**src/rtl/reg_univ_pkg.sv**
```systemverilog
// reg_univ_pkg: shared constants for the universal register.
//   MODE_W          width of the mode select bus
//   MODE_HOLD..DEC  operation encodings for the mode input
package reg_univ_pkg;

   localparam int unsigned MODE_W = 3;

   localparam logic [MODE_W-1:0] MODE_HOLD = 3'b000;
   localparam logic [MODE_W-1:0] MODE_LOAD = 3'b001;
   localparam logic [MODE_W-1:0] MODE_SHL  = 3'b010;
   localparam logic [MODE_W-1:0] MODE_SHR  = 3'b011;
   localparam logic [MODE_W-1:0] MODE_ROTL = 3'b100;
   localparam logic [MODE_W-1:0] MODE_ROTR = 3'b101;
   localparam logic [MODE_W-1:0] MODE_INC  = 3'b110;
   localparam logic [MODE_W-1:0] MODE_DEC  = 3'b111;

endpackage

```
**src/rtl/reg_univ_pr_ps.sv**
```systemverilog
// reg_univ_pr_ps: W-bit universal register with synchronous clear (ps),
// synchronous preset (pr), enable, and hold/load/shift/rotate/inc/dec modes.
//   clk    rising-edge clock
//   rst_n  asynchronous active-low reset (clears q, so, co)
//   en     operation enable (0 = hold)
//   pr     synchronous preset to PRESET_VAL
//   ps     synchronous clear, wins over pr
//   mode   operation select (see reg_univ_pkg)
//   d      parallel load data
//   sin    serial input for shifts
//   q      register contents
//   so     bit shifted/rotated out on the last edge
//   co     wrap flag of the last inc/dec
module reg_univ_pr_ps
   import reg_univ_pkg::*;
#(
   parameter int unsigned   W          = 8,
   parameter logic [W-1:0]  PRESET_VAL = '1
) (
   input  logic              clk,
   input  logic              rst_n,
   input  logic              en,
   input  logic              pr,
   input  logic              ps,
   input  logic [MODE_W-1:0] mode,
   input  logic [W-1:0]      d,
   input  logic              sin,
   output logic [W-1:0]      q,
   output logic              so,
   output logic              co
);

   // Shift/rotate results are taken from a W+1 bit concatenation so the
   // same expressions stay legal and correct for W=1.
   logic [W:0]   shl_ext;
   logic [W:0]   shr_ext;
   logic [W:0]   rotl_ext;
   logic [W:0]   rotr_ext;

   logic [W-1:0] q_nx;
   logic         so_nx;
   logic         co_nx;

   assign shl_ext  = {q, sin};
   assign shr_ext  = {sin, q};
   assign rotl_ext = {q, q[W-1]};
   assign rotr_ext = {q[0], q};

   always_comb begin
      q_nx  = q;
      so_nx = 1'b0;
      co_nx = 1'b0;
      case (mode)
         MODE_HOLD: q_nx = q;
         MODE_LOAD: q_nx = d;
         MODE_SHL: begin
            q_nx  = shl_ext[W-1:0];
            so_nx = q[W-1];
         end
         MODE_SHR: begin
            q_nx  = shr_ext[W:1];
            so_nx = q[0];
         end
         MODE_ROTL: begin
            q_nx  = rotl_ext[W-1:0];
            so_nx = q[W-1];
         end
         MODE_ROTR: begin
            q_nx  = rotr_ext[W:1];
            so_nx = q[0];
         end
         MODE_INC: begin
            q_nx  = q + W'(1);
            co_nx = &q;
         end
         MODE_DEC: begin
            q_nx  = q - W'(1);
            co_nx = ~|q;
         end
         default: q_nx = q;
      endcase
   end

   always_ff @(posedge clk or negedge rst_n) begin
      if (!rst_n) begin
         q  <= '0;
         so <= 1'b0;
         co <= 1'b0;
      end else if (ps) begin
         q  <= '0;
         so <= 1'b0;
         co <= 1'b0;
      end else if (pr) begin
         q  <= PRESET_VAL;
         so <= 1'b0;
         co <= 1'b0;
      end else if (!en) begin
         so <= 1'b0;
         co <= 1'b0;
      end else begin
         q  <= q_nx;
         so <= so_nx;
         co <= co_nx;
      end
   end

endmodule
```
**config.mk**
```make
export PLATFORM = sky130hd
export DESIGN_NAME = reg_univ_pr_ps
export DESIGN_NICKNAME = d
export VERILOG_FILES = /design/src/rtl/reg_univ_pkg.sv /design/src/rtl/reg_univ_pr_ps.sv
export SDC_FILE = /design/constraint.sdc
export NUM_CORES = 1
export LEC_CHECK = 0
export ABC_AREA = 1
export BUFFER_PORTS_ARGS = -buffer_cell sky130_fd_sc_hd__buf_2
export CORE_ASPECT_RATIO = 1.5
export CORE_UTILIZATION = 45
export CTS_BUF_LIST = sky130_fd_sc_hd__clkbuf_16
export DETAILED_ROUTE_END_ITERATION = 8
export PLACE_DENSITY_LB_ADDON = 0.15
export SLEW_MARGIN = 20
export SYNTH_ARGS = -nofsm -noshare
export SYNTH_HDL_FRONTEND = slang
export SYNTH_SLANG_ARGS = --single-unit
```
**constraint.sdc**
```tcl
create_clock -name clk -period 1.88 [get_ports clk]
set_clock_uncertainty 0.2 [all_clocks]
set_input_delay 0.376 -clock clk [delete_from_list [all_inputs] [get_ports clk]]
set_output_delay 0.376 -clock clk [all_outputs]
set_load 0.02 [all_outputs]
```
==> qor.txt <==
Fraction of layout cells with a size suffix above 1 = 0.313
First-pass iteration count of the detailed router = 4
Post-layout util = 0.683
Max-Cap Viols = 0
Layout area overhead = 42.7%
Count of nets left with antenna violations after detail routing = 0
RSZ-0062 raised after global routing = true
Final slew viol count = 0
Tightest hold margin = 199 ps
Slew @ Worst Pin = 505 ps
Critical register-to-register path endpoint = q[6]
Detailed Route WL = 3300 um
Starting density of the core = 0.478
Critical path start-end classification = flop to flop
Final period demand of the worst path = 1860 ps
CTS clk-pin slew, worst paths = 40 ps
Average routed wire per standard cell = 12.5 um
Pleak = 0.000869 uW
Status = finished clean
Number of warning messages in the yosys log = 0
Peak ir drop on the vdd network = 0.667 mV
Number of top-level design ports = 27
Endpoint type of the worst setup path = flop
Overall global routing resource usage = 0.265
Number of port buffers = 26
Via count of the first global-routing pass = 1276
Clk Tree Root Cell = clkbuf_16
Setup violators final = 0
Reg-to-reg setup timing slack = 20 ps
Clock tree sinks = 10
Routed vias = 1403
Reg-to-reg critical path startpoint = q[1]
Worst EP required = 1800 ps
Number of library cell types mapped by synthesis = 25
Hold violation total from the final report = 0
Skew-Pair Late Insertion Delay = 240 ps
DRC marker count from the first detailed-route iteration = 46
Maximum number of pins on one net before global-route repair = 11
Antenna cell count = 0
Post-synthesis sequential area ratio = 0.231
Number of inserted filler cells in the final layout = 220
Floorplan core area = 2260 um^2
Period utilisation layout = 0.989
Number of synthesized register bits = 10
Weighted congestion reported at the end of routability-driven placement = 0.894
Count of H-tree levels built during CTS = 1
Destination of the worst hold path = co
Commonest cells after routing, fill and taps aside = nand2_1, inv_1, buf_2, buf_4, nand3_1
Sort of element at the start of the critical path = flop
Global-route wire length before repair = 5380 um
Antenna violations before repair = 0
Mean instance size in the synthesized netlist = 5.78 um^2
Dominant cells by area after synthesis = nand2_1, dfrtp_1, inv_1, nand3_1, nand2_2
Synth top area share = 0.240
Achievable clock frequency = 538 MHz
Number of nets in the final layout = 259
Netlist area before placement = 1080 um^2
Leading cell type in the layout, fill and taps excluded = nand2_1
Core Rows = 21
Global-route congestion overflow total = 0
Hold Path Origin = en
Clk buf depth = 2
Total DRC errors in the routed layout = 0
Worst hold path class = input pin to flop
Number of stages on the worst hold path = 3
Number of buffers created by CTS = 3
Depth of the most critical reg-to-reg path = 16
Vias per std cell = 5.33
Mapped Cells = 187
DIE AREA = 2610 um^2
DP HPWL = 2590 um
Biggest fanout along the worst timing path = 5
Total nets after synthesis = 205
Clock tree from TritonCTS = done
Worst rel slew slack = 0.662
Power per cell area = 659 nW/um^2
Arrival time reported for the critical path endpoint = 1780 ps
Die Y = 62.0 um
Cell type contributing the most total cell area after synthesis = nand2_1
Horiz. Die Dim = 42.0 um
how the worst max path moves through the flow:
| stage | startpoint | to | slack [ps] | depth (start not counted) |
|---|---|---|---|---|
| 2_1_floorplan | mode[1] | q[6] | 4 | 15 |
| 3_3_place_gp | mode[1] | q[7] | -70 | 13 |
| 3_5_place_dp | mode[1] | q[6] | -100 | 17 |
| 4_1_cts | q[1] | q[4] | 40 | 14 |
| 5_1_grt | q[1] | q[6] | -150 | 16 |
| 6_report | q[1] | q[6] | 20 | 16 |
worst max-delay path: stages, from the launching register on:
cell     delay, ps
dfrtp_1        430
inv_2           60
nand2_2         70
nand2_1         50
inv_1           50
ha_2           160
inv_2           40
nand2_2         60
nand3_4         80
nor2_2         110
nand2_1         70
nand2_1         60
nand2_1         50
nand3_1         60
nand3_1         70
nand2_1         60
nand2_1         60
repair_timing:
item | in CTS | in global routing
setup buffers | 0 | 1
hold buffers | 1 | 0
endpoints found under the setup margin | 0 | 5
gates resized for setup | 0 | 11
endpoints found under the hold margin | 10 | 0
sequential cells by signal (all words and copies together) (netlist names):
signal	cells
co	1
so	1
q	8
metrics by stage:
stage | TNS (ps) | std cells | total power [uW] | setup WS (ps) | cell area, um^2
floorplan | 0 | 187 | 473 | 3.79 | 1100
global placement | -279 | 257 | 608 | -74.6 | 1420
detailed placement | -468 | 257 | 614 | -101 | 1420
CTS | 0 | 262 | 1000 | 44.3 | 1500
global route | -292 | 263 | 1080 | -149 | 1540
finish | 0 | 263 | 1020 | 21.6 | 1540
Yosys cell counts:
library cell   n
nor4_1         3
nor2_1         8
nand2_4        1
o21ai_1        2
nand4_1        4
nand3b_1       1
a221oi_1       1
o22ai_1        6
a41o_2         1
a21oi_1        6
ha_1           1
nand3_1       20
nand2_1       69
inv_2          1
inv_1         32
o2bb2ai_1      1
nor2_8         1
or2_1          1
nand3_2        1
o21bai_2       1
a31oi_1        1
buf_2          2
nand2_2        6
dfrtp_1       10
o21ai_0        7
power breakdown:
part / switching (uW) / total [uW] / internal (uW)
combinational: 222 / 374 / 152
clock: 99.8 / 379 / 279
sequential: 28.7 / 264 / 235
total: 350 / 1020 / 666
per-layer routing:
metal / part of all wire / track usage / vias up
met2: 0.52 / 0.493 / 55
met4: 0.0076 / 0.0982 / 0
met3: 0.050 / 0.0347 / 4
met1: 0.42 / 0.314 / 632
met5: 0 / 0 / -
li1: - / - / 712
layout make-up:
class	count	area [um^2]	share of cell area
Multi-Input combinational cell	142	741	0.480
Timing Repair Buffer	51	320	0.208
Inverter	33	124	0.0803
Tap cell	23	28.8	0.0187
Clock buffer	3	75.1	0.0487
Sequential cell	10	250	0.162
Clock inverter	1	3.75	0.00243
cell families (layout without fill, tap and decap cells):
kind of cell	Yosys count	count (layout)	share of synthesized area
flops	10	10	0.231
compound gates	26	26	0.147
buf+inv	35	88	0.124
fa+ha+maj	1	1	0.0116
simple gates	115	115	0.486
(Power assumes the default switching activity.)
